<file path="config.mk">
export PLATFORM = sky130hd
export DESIGN_NAME = loopback_fifo
export DESIGN_NICKNAME = d
export VERILOG_FILES = /design/src/rtl/loopback_pkg.sv /design/src/rtl/sync_fifo.sv /design/src/rtl/loopback_fifo.sv
export SDC_FILE = /design/constraint.sdc
export NUM_CORES = 1
export LEC_CHECK = 0
export ABC_AREA = 1
export CORE_ASPECT_RATIO = 0.9
export CORE_MARGIN = 5
export CORE_UTILIZATION = 60
export DETAILED_ROUTE_END_ITERATION = 10
export PLACE_DENSITY = 0.78
export SLEW_MARGIN = 15
export SYNTH_ARGS = -nofsm -noshare
export SYNTH_HDL_FRONTEND = slang
export SYNTH_HIERARCHICAL = 1
export SYNTH_SLANG_ARGS = --single-unit
export TNS_END_PERCENT = 20
</file>
<file path="constraint.sdc">
create_clock -name clk_i -period 4 [get_ports clk_i]
set_input_delay 0.8 -clock clk_i [delete_from_list [all_inputs] [get_ports clk_i]]
set_output_delay 0.8 -clock clk_i [all_outputs]
set_load 0.1 [all_outputs]
</file>
<file path="src/rtl/loopback_pkg.sv">
// Shared encodings and the byte transform for the usb_cdc loopback engine.
package loopback_pkg;

  typedef enum logic [1:0] {
    MODE_ECHO  = 2'd0,
    MODE_UPPER = 2'd1,
    MODE_LINE  = 2'd2,
    MODE_DROP  = 2'd3
  } mode_e;

  localparam logic [7:0] UPPER_LO    = 8'h61;
  localparam logic [7:0] UPPER_HI    = 8'h7A;
  localparam logic [7:0] CASE_OFFSET = 8'h20;

  function automatic logic [7:0] to_upper(input logic [7:0] b);
    if (b >= UPPER_LO && b <= UPPER_HI) return b - CASE_OFFSET;
    return b;
  endfunction

endpackage

</file>
<file path="src/rtl/sync_fifo.sv">
// Single-clock register-array FIFO; the extra pointer MSB separates full from empty.
module sync_fifo #(
  parameter int DEPTH = 16,
  parameter int WIDTH = 8,
  localparam int AW = $clog2(DEPTH)
) (
  input  logic             clk_i,
  input  logic             rstn_i,
  input  logic             wr_en,
  input  logic [WIDTH-1:0] wr_data,
  input  logic             rd_en,
  output logic [WIDTH-1:0] rd_data,
  output logic             full,
  output logic             empty,
  output logic [AW:0]      level
);

  logic [AW:0]      wr_ptr;
  logic [AW:0]      rd_ptr;
  logic [WIDTH-1:0] mem [DEPTH];
  logic             do_wr;
  logic             do_rd;

  assign empty   = (wr_ptr == rd_ptr);
  assign full    = (wr_ptr[AW] != rd_ptr[AW]) && (wr_ptr[AW-1:0] == rd_ptr[AW-1:0]);
  assign level   = wr_ptr - rd_ptr;
  assign rd_data = mem[rd_ptr[AW-1:0]];

  // A write into a full FIFO is only legal when the head slot is freed the same edge.
  assign do_wr = wr_en && (!full || rd_en);
  assign do_rd = rd_en && !empty;

  always_ff @(posedge clk_i or negedge rstn_i) begin
    if (!rstn_i) begin
      wr_ptr <= '0;
      rd_ptr <= '0;
    end else begin
      if (do_wr) wr_ptr <= wr_ptr + (AW+1)'(1);
      if (do_rd) rd_ptr <= rd_ptr + (AW+1)'(1);
    end
  end

  always_ff @(posedge clk_i) begin
    if (do_wr) mem[wr_ptr[AW-1:0]] <= wr_data;
  end

endmodule

</file>
<file path="src/rtl/loopback_fifo.sv">
// Byte loopback between usb_cdc OUT and IN streams with buffering, mode transforms,
// line gating, a saturating drop counter and a retriggerable activity pulse.
module loopback_fifo
  import loopback_pkg::*;
#(
  parameter int         DEPTH      = 16,
  parameter int         ACT_CYCLES = 1200000,
  parameter logic [7:0] EOL_CHAR   = 8'h0A,
  parameter int         CNT_W      = 16,
  localparam int        LW         = $clog2(DEPTH) + 1,
  localparam int        AC_W       = $clog2(ACT_CYCLES + 1)
) (
  input  logic             clk_i,
  input  logic             rstn_i,
  input  logic [1:0]       mode_i,
  input  logic [7:0]       rx_data_i,
  input  logic             rx_valid_i,
  output logic             rx_ready_o,
  output logic [7:0]       tx_data_o,
  output logic             tx_valid_o,
  input  logic             tx_ready_i,
  output logic [1:0]       mode_o,
  output logic [LW-1:0]    level_o,
  output logic             act_o,
  output logic [CNT_W-1:0] drop_cnt_o
);

  mode_e            mode_q;
  logic [LW-1:0]    lines_pending;
  logic [AC_W-1:0]  act_cnt;
  logic [AC_W-1:0]  act_cnt_nxt;
  logic             act_q;
  logic [CNT_W-1:0] drop_cnt;

  logic             fifo_full;
  logic             fifo_empty;
  logic             fifo_wr;
  logic [7:0]       fifo_wr_data;
  logic [7:0]       fifo_rd_data;
  logic             rx_fire;
  logic             tx_fire;
  logic             line_open;
  logic             lp_inc;
  logic             lp_dec;

  sync_fifo #(
    .DEPTH (DEPTH),
    .WIDTH (8)
  ) u_fifo (
    .clk_i   (clk_i),
    .rstn_i  (rstn_i),
    .wr_en   (fifo_wr),
    .wr_data (fifo_wr_data),
    .rd_en   (tx_fire),
    .rd_data (fifo_rd_data),
    .full    (fifo_full),
    .empty   (fifo_empty),
    .level   (level_o)
  );

  assign rx_ready_o   = (mode_q == MODE_DROP) ? 1'b1 : !fifo_full;
  assign rx_fire      = rx_valid_i && rx_ready_o;
  assign fifo_wr      = rx_fire && (mode_q != MODE_DROP);
  assign fifo_wr_data = (mode_q == MODE_UPPER) ? to_upper(rx_data_i) : rx_data_i;

  // Full override keeps lines longer than the FIFO from deadlocking line mode.
  assign line_open  = (mode_q != MODE_LINE) || (lines_pending != '0) || fifo_full;
  assign tx_valid_o = !fifo_empty && line_open;
  assign tx_data_o  = fifo_rd_data;
  assign tx_fire    = tx_valid_o && tx_ready_i;

  assign lp_inc = fifo_wr && (fifo_wr_data == EOL_CHAR);
  assign lp_dec = tx_fire && (fifo_rd_data == EOL_CHAR);

  assign mode_o     = mode_q;
  assign act_o      = act_q;
  assign drop_cnt_o = drop_cnt;

  always_comb begin
    act_cnt_nxt = act_cnt;
    if (rx_fire || tx_fire)   act_cnt_nxt = AC_W'(ACT_CYCLES);
    else if (act_cnt != '0)   act_cnt_nxt = act_cnt - AC_W'(1);
  end

  // Mode only changes while nothing is buffered, so buffered bytes keep their mode.
  always_ff @(posedge clk_i or negedge rstn_i) begin
    if (!rstn_i) begin
      mode_q        <= MODE_ECHO;
      lines_pending <= '0;
      drop_cnt      <= '0;
      act_cnt       <= '0;
      act_q         <= 1'b0;
    end else begin
      if (fifo_empty && !fifo_wr) mode_q <= mode_e'(mode_i);

      if (lp_inc && !lp_dec)      lines_pending <= lines_pending + LW'(1);
      else if (!lp_inc && lp_dec) lines_pending <= lines_pending - LW'(1);

      if (rx_fire && (mode_q == MODE_DROP) && (drop_cnt != '1))
        drop_cnt <= drop_cnt + CNT_W'(1);

      act_cnt <= act_cnt_nxt;
      act_q   <= (act_cnt_nxt != '0);
    end
  end

endmodule

</file>
* Word level (Yosys, flattened, before mapping) *
Memories as Yosys holds them, arrays and structs flattened.
Index checks and enable logic that the tools add are counted.

cells by class
  reductions and logical operators = 28
  order comparisons = 2
  multiplexer cells = 11
  eq/ne operators = 10
  add/sub/neg operators = 8

operators by type and width
  cell                                                               number
  2-to-1 mux 21 bit                                                  2
  nonzero test 21 bit                                                2
  2-to-1 mux 8 bit                                                   3
  subtractor 21 x 1 -> 21 bit, second input constant                 1
  adder 16 x 1 -> 16 bit, second input constant                      1
  equality test 8 x 4 -> 1 bit, second input constant                2
  != test 16 bit, second input constant                              1
  adder 5 x 1 -> 5 bit, second input constant                        3
  logical AND 1 bit                                                  15
  2-to-1 mux 5 bit                                                   2
  greater-or-equal comparator 8 x 7 -> 1 bit, second input constant  1
  <= comparator 8 x 7 -> 1 bit, second input constant                1
  subtractor 8 x 6 -> 8 bit, second input constant                   1
  equality test 5 bit                                                1
  zero test 1 bit                                                    5
  nonzero test 5 bit                                                 1
  subtractor 5 x 1 -> 5 bit, second input constant                   1
  subtractor 5 bit                                                   1
  equality test 4 bit                                                1
  logical OR 1 bit                                                   4
  2-to-1 mux 1 bit                                                   4
  != test 2 bit, second input constant                               2
  equality test 2 x 1 -> 1 bit, second input constant                1
  equality test 2 bit, second input constant                         1
  2 further kinds                                                    2

storage, ports and cells
  memories = 1
  input port bits = 14
  memory bits (writable) = 128
  logic and storage cells = 67
  output and inout port bits = 34
  bits in registers = 55

memory list
  name        depth  bits a word  read ports  clocked after memory_dff  wr ports  RTL line         source
  u_fifo.mem  16     8            1           0                         1         sync_fifo.sv:20  logic [WIDTH-1:0] mem [DEPTH];

* Depth between registers and ports, before layout *
  depth after elaboration = 11
  gate-level depth with buffers = 23
  depth with buffers taken out = 21

* Hierarchy *
The synthesis kept the hierarchy.

by module, submodules not included
  module         times used  seq. area each (um^2)  cells each  area each (um^2)
  sync_fifo      1           4093.9                 676         6454.9
  loopback_fifo  1           1126.1                 389         2886.5

* Least setup slack after synthesis *
Ideal clock, no wire load.

  kind = flip-flop to output port
  start point = reg u_fifo.rd_ptr[1]
  end point = out tx_valid_o
  path buffers = 2
  stages on the path, launching flop included = 11
  path slack = 0.176 ns
  data arrival time = 3.024 ns
  required time = 3.200 ns
  path through = dfrtp_1 buf_2 inv_2 buf_2 ha_1 nand2_1 nor3_1 inv_1 nand2_1 nor2_1 a21oi_1

on the way
  longest elaborated chain between the ends = 4
  elaborated cells on any way between the ends = 6
  those cells by class = eq/ne: 2; reduce/logical: 4

ends and longest elaborated chain
  element                   RTL line             source
  start: declaration        sync_fifo.sv:19      logic [AW:0] rd_ptr;
  start signal: assignment  sync_fifo.sv:39      if (do_rd) rd_ptr <= rd_ptr + (AW+1)'(1);
  equality test 4 bit       sync_fifo.sv:25      assign full = (wr_ptr[AW] != rd_ptr[AW]) && (wr_ptr[AW-1:0] == rd_ptr[AW-1:0]);
  logical AND 1 bit         sync_fifo.sv:25
  via fifo_full             loopback_fifo.sv:35  logic fifo_full;
  logical OR 1 bit          loopback_fifo.sv:67  assign line_open = (mode_q != MODE_LINE) || (lines_pending != '0) || fifo_full;
  logical AND 1 bit         loopback_fifo.sv:68  assign tx_valid_o = !fifo_empty && line_open;
  end: declaration          loopback_fifo.sv:20  output logic tx_valid_o,

The timed path passes the listed nets, and every way through them passes these cells.

* Worst setup path in the final report *
  start point = reg u_fifo.rd_ptr[2]
  end point = reg lines_pending[4]

on the way
  elaborated cells on any way between the ends = 21
  those cells by class = eq/ne: 3; mux: 2; reduce/logical: 15; memory: 1

RTL lines
  element                                                 RTL line             source
  equality test 4 bit (*)                                 sync_fifo.sv:25
  logical AND 1 bit (*)                                   sync_fifo.sv:25
  via fifo_full                                           loopback_fifo.sv:35
  logical OR 1 bit (*)                                    loopback_fifo.sv:67
  logical AND 1 bit (*)                                   loopback_fifo.sv:68
  logical AND 1 bit (*)                                   loopback_fifo.sv:70  assign tx_fire = tx_valid_o && tx_ready_i;
  via tx_fire                                             loopback_fifo.sv:41  logic tx_fire;
  logical AND 1 bit (*)                                   loopback_fifo.sv:73  assign lp_dec = tx_fire && (fifo_rd_data == EOL_CHAR);
  zero test 1 bit                                         loopback_fifo.sv:96  if (lp_inc && !lp_dec) lines_pending <= lines_pending + LW'(1);
  logical AND 1 bit                                       loopback_fifo.sv:96
  2-to-1 mux 5 bit or nonzero test 2 bit (tied branches)  --
  end signal: assignment                                  loopback_fifo.sv:96
  end signal: assignment                                  loopback_fifo.sv:97  else if (!lp_inc && lp_dec) lines_pending <= lines_pending - LW'(1);
  end: declaration                                        loopback_fifo.sv:29  logic [LW-1:0] lines_pending;

The timed path passes the listed nets; every way through them passes the cells marked *.
A chain may end at the register's enable or synchronous reset.

==> impl_metrics.json <==
{
  "status": "complete, no violations",
  "cts.sinks": 183,
  "fillers": 1155,
  "n_antenna_cell": 0,
  "post-route-drc-count": 0,
  "row_count": 43,
  "timing.final.ws_setup_ps": 327.5,
  "rsz0062_at_grt": "false",
  "gp_congestion": 0.8821,
  "cts_htree_levels": 4,
  "area_growth_pct": 15.74,
  "synth_compound_area_share_pct": 1.514,
  "grt_use_total_pct": 25.40,
  "synth_top_family_by_area": "simple AND/OR/NAND/NOR gates",
  "post-cts-setup-buffer-count": 0,
  "crit_end": "lines_pending[4]$_DFFE_PN0P_",
  "ios": 48,
  "cts_tree": "built",
  "grt_pass1_vias": 7128,
  "holdWs_ps": 401.9,
  "grt-ovfl-total": 0,
  "r2r_slack_ps": 330,
  "cts_buffers": 17,
  "clock_insertion_delay_worst_skew_ps": 430,
  "clockBufferDepth": 2,
  "slowest_stage": "ha_1",
  "timing.rr.start": "u_fifo/rd_ptr[2]$_DFFE_PN0P_",
  "path_cells": "clkinv_1, ha_1, nand2_2, nor3_1, inv_1, nand2_1, nor2_1, nand2_1, nand3_2, inv_1, nand3_1, ha_1, inv_1, ha_1, a21oi_1, nor2_1, nor2_1, nand2_1, nand2_1, nor2_1, xor2_1",
  "synth_simple_gate_area_share_pct": 27.47,
  "max_freq_mhz": 272.3,
  "routed_via_density": 5.289,
  "synth_xor_area_share_pct": 3.000,
  "syn-num-nets": 1098,
  "p_leak_uw": 0.005028,
  "cp.required_ps": 4310,
  "final_common_cell": "nand2_1",
  "period_minus_slack_ps": 3672,
  "postCtsHoldBufs": 0,
  "synthAdderAreaFrac_pct": 2.706,
  "wl_um": 21800,
  "initial_utilization_pct": 60.92,
  "synth_mux_area_share_pct": 0.1205,
  "ctsResizeCount": 0,
  "dp_hpwl_um": 14940,
  "setup_tns_ps": 0,
  "maxCapViolations": 0,
  "synthCells": 1065,
  "antenna_found_initial": 0,
  "multi_input_area_um2": 3252,
  "critPathMaxStageDelay_ps": 500,
  "regArea_um2": 5221,
  "critPathTopFamily": "simple AND/OR/NAND/NOR gates",
  "hold_path_class": "input port to asynchronous set/reset pin",
  "dr.pass1.iters": 5,
  "die_area_um2": 18170,
  "ys_seq_elements": 183,
  "cp.depth": 21,
  "start_kind": "flop",
  "grt_start_max_net_pins": 40,
  "grt_first_pass_wirelength_um": 35790,
  "critPathKind": "flop to flop",
  "ant_nets": 0,
  "worst_slew_pin_slew_ps": 987.4,
  "crit_arrival_ps": 3990,
  "root_buffer": "clkbuf_16",
  "preCtsSetupSlack_ps": 230.1,
  "crit_start": "u_fifo/rd_ptr[2]$_DFFE_PN0P_",
  "die_w_um": 141.5,
  "clock_skew_ps": 11.51,
  "period_share_pct": 91.81,
  "yosysSeqAreaShare_pct": 55.88,
  "finalNetCount": 1169,
  "path_buf_inv": 4,
  "synthesis.area_um2": 9341,
  "yosys_warnings": 6,
  "rr_worst_depth": 21,
  "layout-drive-gt1-share_pct": 10.01,
  "port_buffers": 47,
  "wire_per_inst_um": 16.13,
  "crit_fanout": 9,
  "slew_violations": 0,
  "via_count": 7145,
  "setup-violations-final": 0,
  "relSlewSlack_pct": 33.97,
  "ys_types": 39,
  "dieHeight_um": 128.4,
  "finalHoldViolations": 0,
  "fp.coreArea_um2": 15330,
  "synth_area_per_cell_um2": 8.771,
  "final_cell_mix": "nand2_1, inv_1, edfxtp_1",
  "reg2reg_to": "lines_pending[4]$_DFFE_PN0P_",
  "power_density_nw_per_um2": 814.9,
  "cts.clk_slew.worst_paths_ps": 70,
  "ir_worst_vdd_mv": 1.345,
  "end_kind": "flop",
  "drt_iter0_drc": 742
}
flip-flops by register name, indices dropped and copies added (netlist names):
name,cells
drop_cnt_o,16
act_o,1
u_fifo/rd_ptr,5
act_cnt,21
mode_o,2
lines_pending,5
u_fifo/mem,128
u_fifo/wr_ptr,5
logic make-up after synthesis:
kind of cell	Yosys count
AO/OA/AOI/OAI	27
XOR/XNOR	32
adder cells (fa/ha/maj)	19
buffers and inverters	218
flip-flops	183
multiplexers	1
AND/OR/NAND/NOR	585
per-layer routing:
| layer | track usage, % | part of all wire (%) | up-vias |
|---|---|---|---|
| met5 | 0 | 0 | - |
| li1 | - | - | 3487 |
| met1 | 32.93 | 41 | 3340 |
| met2 | 42.39 | 48 | 274 |
| met4 | 9.424 | 2.6 | 0 |
| met3 | 5.648 | 7.6 | 44 |
report_power, final:
| part | leakage, uW | switching, uW | total, uW | internal [uW] |
|---|---|---|---|---|
| logic | 0.00291 | 3400 | 4660 | 1260 |
| clock network | 0.000301 | 721 | 1700 | 984 |
| registers | 0.00181 | 182 | 2450 | 2260 |
| total | 0.00503 | 4300 | 8810 | 4510 |
synthesized netlist by cell type (all sizes together):
cell type / instances / area [um2]
a21oi: 10 / 50.05
a22oi: 1 / 7.510
and2: 1 / 6.260
buf: 23 / 136.4
clkbuf: 5 / 18.77
clkinv: 3 / 12.51
dfrtp: 55 / 1376
edfxtp: 128 / 3844
fa: 2 / 40.04
ha: 17 / 212.7
inv: 187 / 701.9
mux2: 1 / 11.26
nand2: 345 / 1335
nand3: 119 / 618.1
nand3b: 8 / 60.06
nand4: 8 / 65.06
nor2: 88 / 389.1
nor3: 12 / 65.06
nor3b: 2 / 15.01
nor4: 2 / 12.51
o2111ai: 1 / 8.760
o21ai: 15 / 75.07
xnor2: 11 / 96.34
xor2: 21 / 183.9
metrics by stage:
step | total power [uW] | utilization [%] | std cells | area (um2)
floorplan | 5756 | - | 1065 | 9341
global placement | 7033 | 66.54 | 1319 | 10200
detailed placement | 7102 | 66.54 | 1319 | 10200
CTS | 8824 | 70.51 | 1351 | 10810
global route | 9288 | 70.51 | 1351 | 10810
finish | 8810 | 70.51 | 1351 | 10810
cell type report:
| cell class | instances | area share (%) |
|---|---|---|
| clock buffers | 21 | 4.351 |
| clock inverters | 11 | 1.273 |
| inverters | 190 | 6.608 |
| multi-input cells | 664 | 30.08 |
| flip-flops and latches | 183 | 48.29 |
| well taps | 202 | 2.338 |
| repair buffers | 80 | 7.059 |
how the worst min path moves through the flow:
stage	slack, ps	cells past startpoint	start	endpoint
after floorplan	440	1	lines_pending[4]$_DFFE_PN0P_	lines_pending[4]$_DFFE_PN0P_
after global placement	460	1	lines_pending[4]$_DFFE_PN0P_	lines_pending[4]$_DFFE_PN0P_
after detailed placement	460	1	lines_pending[4]$_DFFE_PN0P_	lines_pending[4]$_DFFE_PN0P_
after CTS	410	1	rstn_i	u_fifo/rd_ptr[3]$_DFFE_PN0P_
after global routing	450	1	rstn_i	u_fifo/rd_ptr[3]$_DFFE_PN0P_
final	400	1	rstn_i	u_fifo/rd_ptr[3]$_DFFE_PN0P_
Note: power is estimated with default switching activity, not from simulation.
==> edit 1, RTL diff (same flow settings) <==
Set the parameter `EOL_CHAR` to 8'h07 (it was 8'h0A).
--- a/src/rtl/loopback_fifo.sv
+++ b/src/rtl/loopback_fifo.sv
@@ -5,7 +5,7 @@
 #(
   parameter int         DEPTH      = 16,
   parameter int         ACT_CYCLES = 1200000,
-  parameter logic [7:0] EOL_CHAR   = 8'h0A,
+  parameter logic [7:0] EOL_CHAR   = 8'h07,
   parameter int         CNT_W      = 16,
   localparam int        LW         = $clog2(DEPTH) + 1,
   localparam int        AC_W       = $clog2(ACT_CYCLES + 1)
Check against the original RTL: not equivalent (Yosys sat finds a counterexample within 4 cycles, from zero or initial values and one cycle with rstn_i low).
==> edit 1 against the original RTL <==
- power is 0.49% higher
- routed wire length is 2.5% lower
- die area is 0.77% higher
- critical path depth stayed put
- worst setup slack worse by 0.059 ns
- clock power is 3% lower
- sequential share of layout area is 0.18 points lower
- largest cell class unchanged
- sequential cell count stayed put
- synthesized area is 0.83% higher
- final area is 0.37% higher
- fmax is 1.6% lower
- hold slack better by 0.034 ns
==> edit 1: results (changes against the original RTL) <==
Yosys cell types=37 (-5.1%); Mapped Nets=1112 (+1.3%); XOR/XNOR share of the synthesized area=2.88% (-0.12 points); CP max FO=20 (+11); Layout Skew=0.00858 ns (-0.00293 ns); Placed Cells=1332 (+0.99%); R2R setup slack=0.27 ns (-0.06 ns); Layout Nets=1182 (+1.1%); GR Util met2=40.1% (-2.3 points); routed wire length=21300 µm (-2.5%); largest net degree at the start of global routing=65 (+63%); met2 wire len=10200 µm (-3.5%); Detailed Route Iter0 Violations=733 (-1.2%); share of layout cells above drive strength 1=10.7% (+0.66 points); Adder-Cell Fraction of Synth Area=2.68% (-0.022 points); Met3 Wirelength=1440 µm (-13%); GRT Resource Usage Total=24.6% (-0.76 points); drt first pass iters=7 (+2); RD Place Congestion=0.890 (+0.86%); Post-synth top cells=nand2_1 (340), inv_1 (188), edfxtp_1 (128), nand3_1 (109), nor2_1 (80); met1 track demand over resource=33.6% (+0.64 points); cell area power density=816 mW/mm² (+0.12%); vias in the first global route=7039 (-1.2%); Compound-Gate Fraction of Synth Area=1.69% (+0.17 points); Post-DP HPWL=14100 µm (-5.6%); synthesized area per cell=8.73 µm² (-0.48%); filler cell count=1178 (+2.0%); GR Util met3=4.31% (-1.3 points); outcome=finished clean; Seq/Total Area, Yosys=55.4% (-0.46 points); global-route wire length before repair=35100 µm (-2.0%); met1 wire length=9190 µm (+1.9%)
-- edit 1: changes by cell type after synthesis, moves of 3 or more --
cell	delta
inv_1	+3
inv_2	+3
nand2_1	+7
nand2_2	+5
nand3_1	-7
nor2_1	+4
nor2_4	+3
-- edit 1: repair_timing --
action	4_1_cts	5_1_grt
endpoints found under the hold margin	0	0
hold buffers	0	0
resized for setup	0	2
setup endpoints to repair	0	2
-- edit 1: cell type report --
type	count	area [µm²]	area share [%]
flip-flops and latches	183	5220	48.1
multi-input cells	672	3300	30.4
repair buffers	80	767	7.07
inverters	195	732	6.75
clock buffers	17	425	3.92
well taps	202	253	2.33
clock inverters	15	153	1.41
-- edit 1: how the worst min path moves through the flow --
stage                                            start                      endpoint  slack, ns  depth (start not counted)
after global routing                            rstn_i         act_cnt[20]$_DFF_PN0_       0.50                          1
final                                           rstn_i         act_cnt[16]$_DFF_PN0_       0.44                          1
after floorplan           lines_pending[4]$_DFFE_PN0P_  lines_pending[4]$_DFFE_PN0P_       0.44                          1
after detailed placement  lines_pending[4]$_DFFE_PN0P_  lines_pending[4]$_DFFE_PN0P_       0.47                          1
after CTS                                       rstn_i         act_cnt[20]$_DFF_PN0_       0.46                          1
after global placement    lines_pending[4]$_DFFE_PN0P_  lines_pending[4]$_DFFE_PN0P_       0.46                          1
-- edit 1: metrics by stage --
step / utilization [%] / worst slack, ns / instance area [µm²]
CTS: 70.5 / 0.149 / 10800
detailed placement: 66.7 / 0.194 / 10300
global placement: 66.7 / 0.322 / 10300
global route: 70.5 / 0.0707 / 10900
floorplan: - / 0.209 / 9420
finish: 70.5 / 0.268 / 10900
-- edit 1: report_power, final --
part	total, mW	internal [mW]	switching, mW
Clock	1.65	0.921	0.733
Combinational	4.76	1.28	3.48
Sequential	2.44	2.27	0.169
Total	8.85	4.47	4.39
==> edit 2, RTL diff (same settings) <==
Without the edit above. Reset style: synchronous (`rstn_i`), changed in 2 clocked blocks.
--- a/src/rtl/sync_fifo.sv
+++ b/src/rtl/sync_fifo.sv
@@ -30,7 +30,7 @@
   assign do_wr = wr_en && (!full || rd_en);
   assign do_rd = rd_en && !empty;
 
-  always_ff @(posedge clk_i or negedge rstn_i) begin
+  always_ff @(posedge clk_i) begin
     if (!rstn_i) begin
       wr_ptr <= '0;
       rd_ptr <= '0;
--- a/src/rtl/loopback_fifo.sv
+++ b/src/rtl/loopback_fifo.sv
@@ -83,7 +83,7 @@
   end
 
   // Mode only changes while nothing is buffered, so buffered bytes keep their mode.
-  always_ff @(posedge clk_i or negedge rstn_i) begin
+  always_ff @(posedge clk_i) begin
     if (!rstn_i) begin
       mode_q        <= MODE_ECHO;
       lines_pending <= '0;
Behaviour: differs if rstn_i is asserted again (counterexample within 4 cycles, from zero or initial values and one cycle with rstn_i low); with rstn_i held inactive, the same outputs for 4 cycles.
==> edit 2 against the original RTL <==
- global-route usage shrank 0.70 points
- worst setup slack gained 0.17 ns
- routed wire length shrank 2.5%
- hold slack gained 0.083 ns
- synthesized area shrank 0.70%
- final area shrank 0.93%
- sequential share of layout area shrank 1.4 points
- first-iteration DRC count shrank 3.1%
- sequential cell count grew 4
Power is not compared: it rests on default switching activity, and its combinational part moved more than twofold at a synthesized area within 25%.
==> edit 2: results (changes against the original RTL) <==
outcome=finished clean; Post-synth top cells=nand2_1 (300), inv_1 (168), nand3_1 (131), edfxtp_1 (128), nor2_1 (81); largest net degree at the start of global routing=65 (+63%); Mapped Nets=1127 (+2.6%); leakage power=approximately 4.6 nW; Worst Hold Class=reg2reg; R2R setup slack=0.50 ns (+0.17 ns); Worst-Skew Late Latency=0.43 ns (about the same); leading post-synthesis cells by cell area=edfxtp_1 (41%), dfxtp_1 (13%), nand2_1 (12%), nand3_1 (7.1%), inv_1 (6.8%); R2R Path End=lines_pending[3]$_SDFFE_PN0P_; hold path cells=2; Yosys cell types=40 (+2.6%); Post-synth EDFFs=128 (unchanged); Port Buffer Count=47 (unchanged); vias per inst=5.41 (+2.3%); mux cell area share after synthesis=0% (-0.12 points); drt first pass iters=6 (+1); share of layout cells above drive strength 1=11.0% (+1.0 points); placed inst area=0.0101 mm² (-0.86%); Post-synth ARST share=0% (-30 points); Compound-Gate Fraction of Synth Area=4.32% (+2.8 points); Post-DP HPWL=14100 µm (-6.0%); Worst Setup Path Type=reg2reg; Seq/Total Area, Yosys=54.2% (-1.7 points); Detailed Route Iter0 Violations=719 (-3.1%); Layout Skew=0.00711 ns (-0.00440 ns); clock transition at the registers of the reported paths=about 0.06 ns; Worst path slowest cell=dfxtp_1; global-route wire length before repair=35300 µm (-1.3%); RD Place Congestion=0.895 (+1.4%); GRT Resource Usage Total=24.7% (-0.70 points); Critical Path Max Stage Delay=0.46 ns (-0.04 ns); Routed WL per cell=15.4 µm (-4.7%); XOR/XNOR share of the synthesized area=0.944% (-2.1 points); Layout Nets=1200 (+2.7%); n_diodes=0 (unchanged); Arr. time, crit path=3.82 ns (-0.17 ns); Worst-Margin Slew=1.03 ns (+0.0405 ns); Adder-Cell Fraction of Synth Area=2.72% (+0.019 points); CP max FO=7 (-2); CTS Buf Count=17 (unchanged); vias in the first global route=7042 (-1.2%); crit path from=u_fifo/rd_ptr[2]$_SDFFE_PN0N_
-- edit 2: layout make-up --
type / instances / area (µm²)
Inverter: 172 / 646
Timing Repair Buffer: 90 / 781
Sequential cell: 187 / 5030
Tap cell: 202 / 253
Fill cell: 1200 / 4570
Clock inverter: 13 / 163
Multi-Input combinational cell: 699 / 3410
Clock buffer: 19 / 433
-- edit 2: per-layer routing --
layer	wire, µm	global-route usage [%]	vias to the layer above
li1	-	-	3691
met5	0	0	-
met2	10000	39.7	312
met3	1660	5.15	29
met1	9220	34.1	3444
met4	318	7.46	0
-- edit 2: worst min path at each step --
stage / start / endpoint / slack, ns
final: lines_pending[4]$_SDFFE_PN0P_ / lines_pending[4]$_SDFFE_PN0P_ / 0.49
after global routing: lines_pending[4]$_SDFFE_PN0P_ / lines_pending[4]$_SDFFE_PN0P_ / 0.50
after CTS: lines_pending[4]$_SDFFE_PN0P_ / lines_pending[4]$_SDFFE_PN0P_ / 0.49
after detailed placement: drop_cnt_o[15]$_SDFFE_PN0P_ / drop_cnt_o[15]$_SDFFE_PN0P_ / 0.47
after global placement: lines_pending[4]$_SDFFE_PN0P_ / lines_pending[4]$_SDFFE_PN0P_ / 0.46
after floorplan: lines_pending[4]$_SDFFE_PN0P_ / lines_pending[4]$_SDFFE_PN0P_ / 0.44
-- edit 2: worst reg2reg max path, delay by kind of cell, from the launching register on --
family          cells  cell delay, ns
compound gates      2            0.40
fa+ha+maj           3            0.86
xor+xnor            1            0.10
flops               1            0.46
buf+inv             6            0.69
simple gates        9            0.91
-- edit 2: logic make-up after synthesis --
kind of cell | count (synthesis)
buf+inv | 208
compound gates | 74
fa+ha+maj | 19
flops | 187
simple gates | 596
xor+xnor | 10
-- edit 2: per-stage QoR --
stage	worst slack, ns	cells	hold WS, ns
CTS	0.524	1382	0.487
floorplan	0.280	1094	0.444
global route	0.0840	1382	0.499
finish	0.501	1382	0.485
detailed placement	0.140	1350	0.474
global placement	0.216	1350	0.461
-- edit 2: power breakdown --
| part | leakage, nW | total (mW) | switching [mW] | internal, mW |
|---|---|---|---|---|
| logic | 2.72 | 1.40 | 1.03 | 0.368 |
| registers | 1.64 | 2.17 | 0.0534 | 2.12 |
| clock network | 0.283 | 1.72 | 0.727 | 0.989 |
| total | 4.64 | 5.29 | 1.81 | 3.48 |
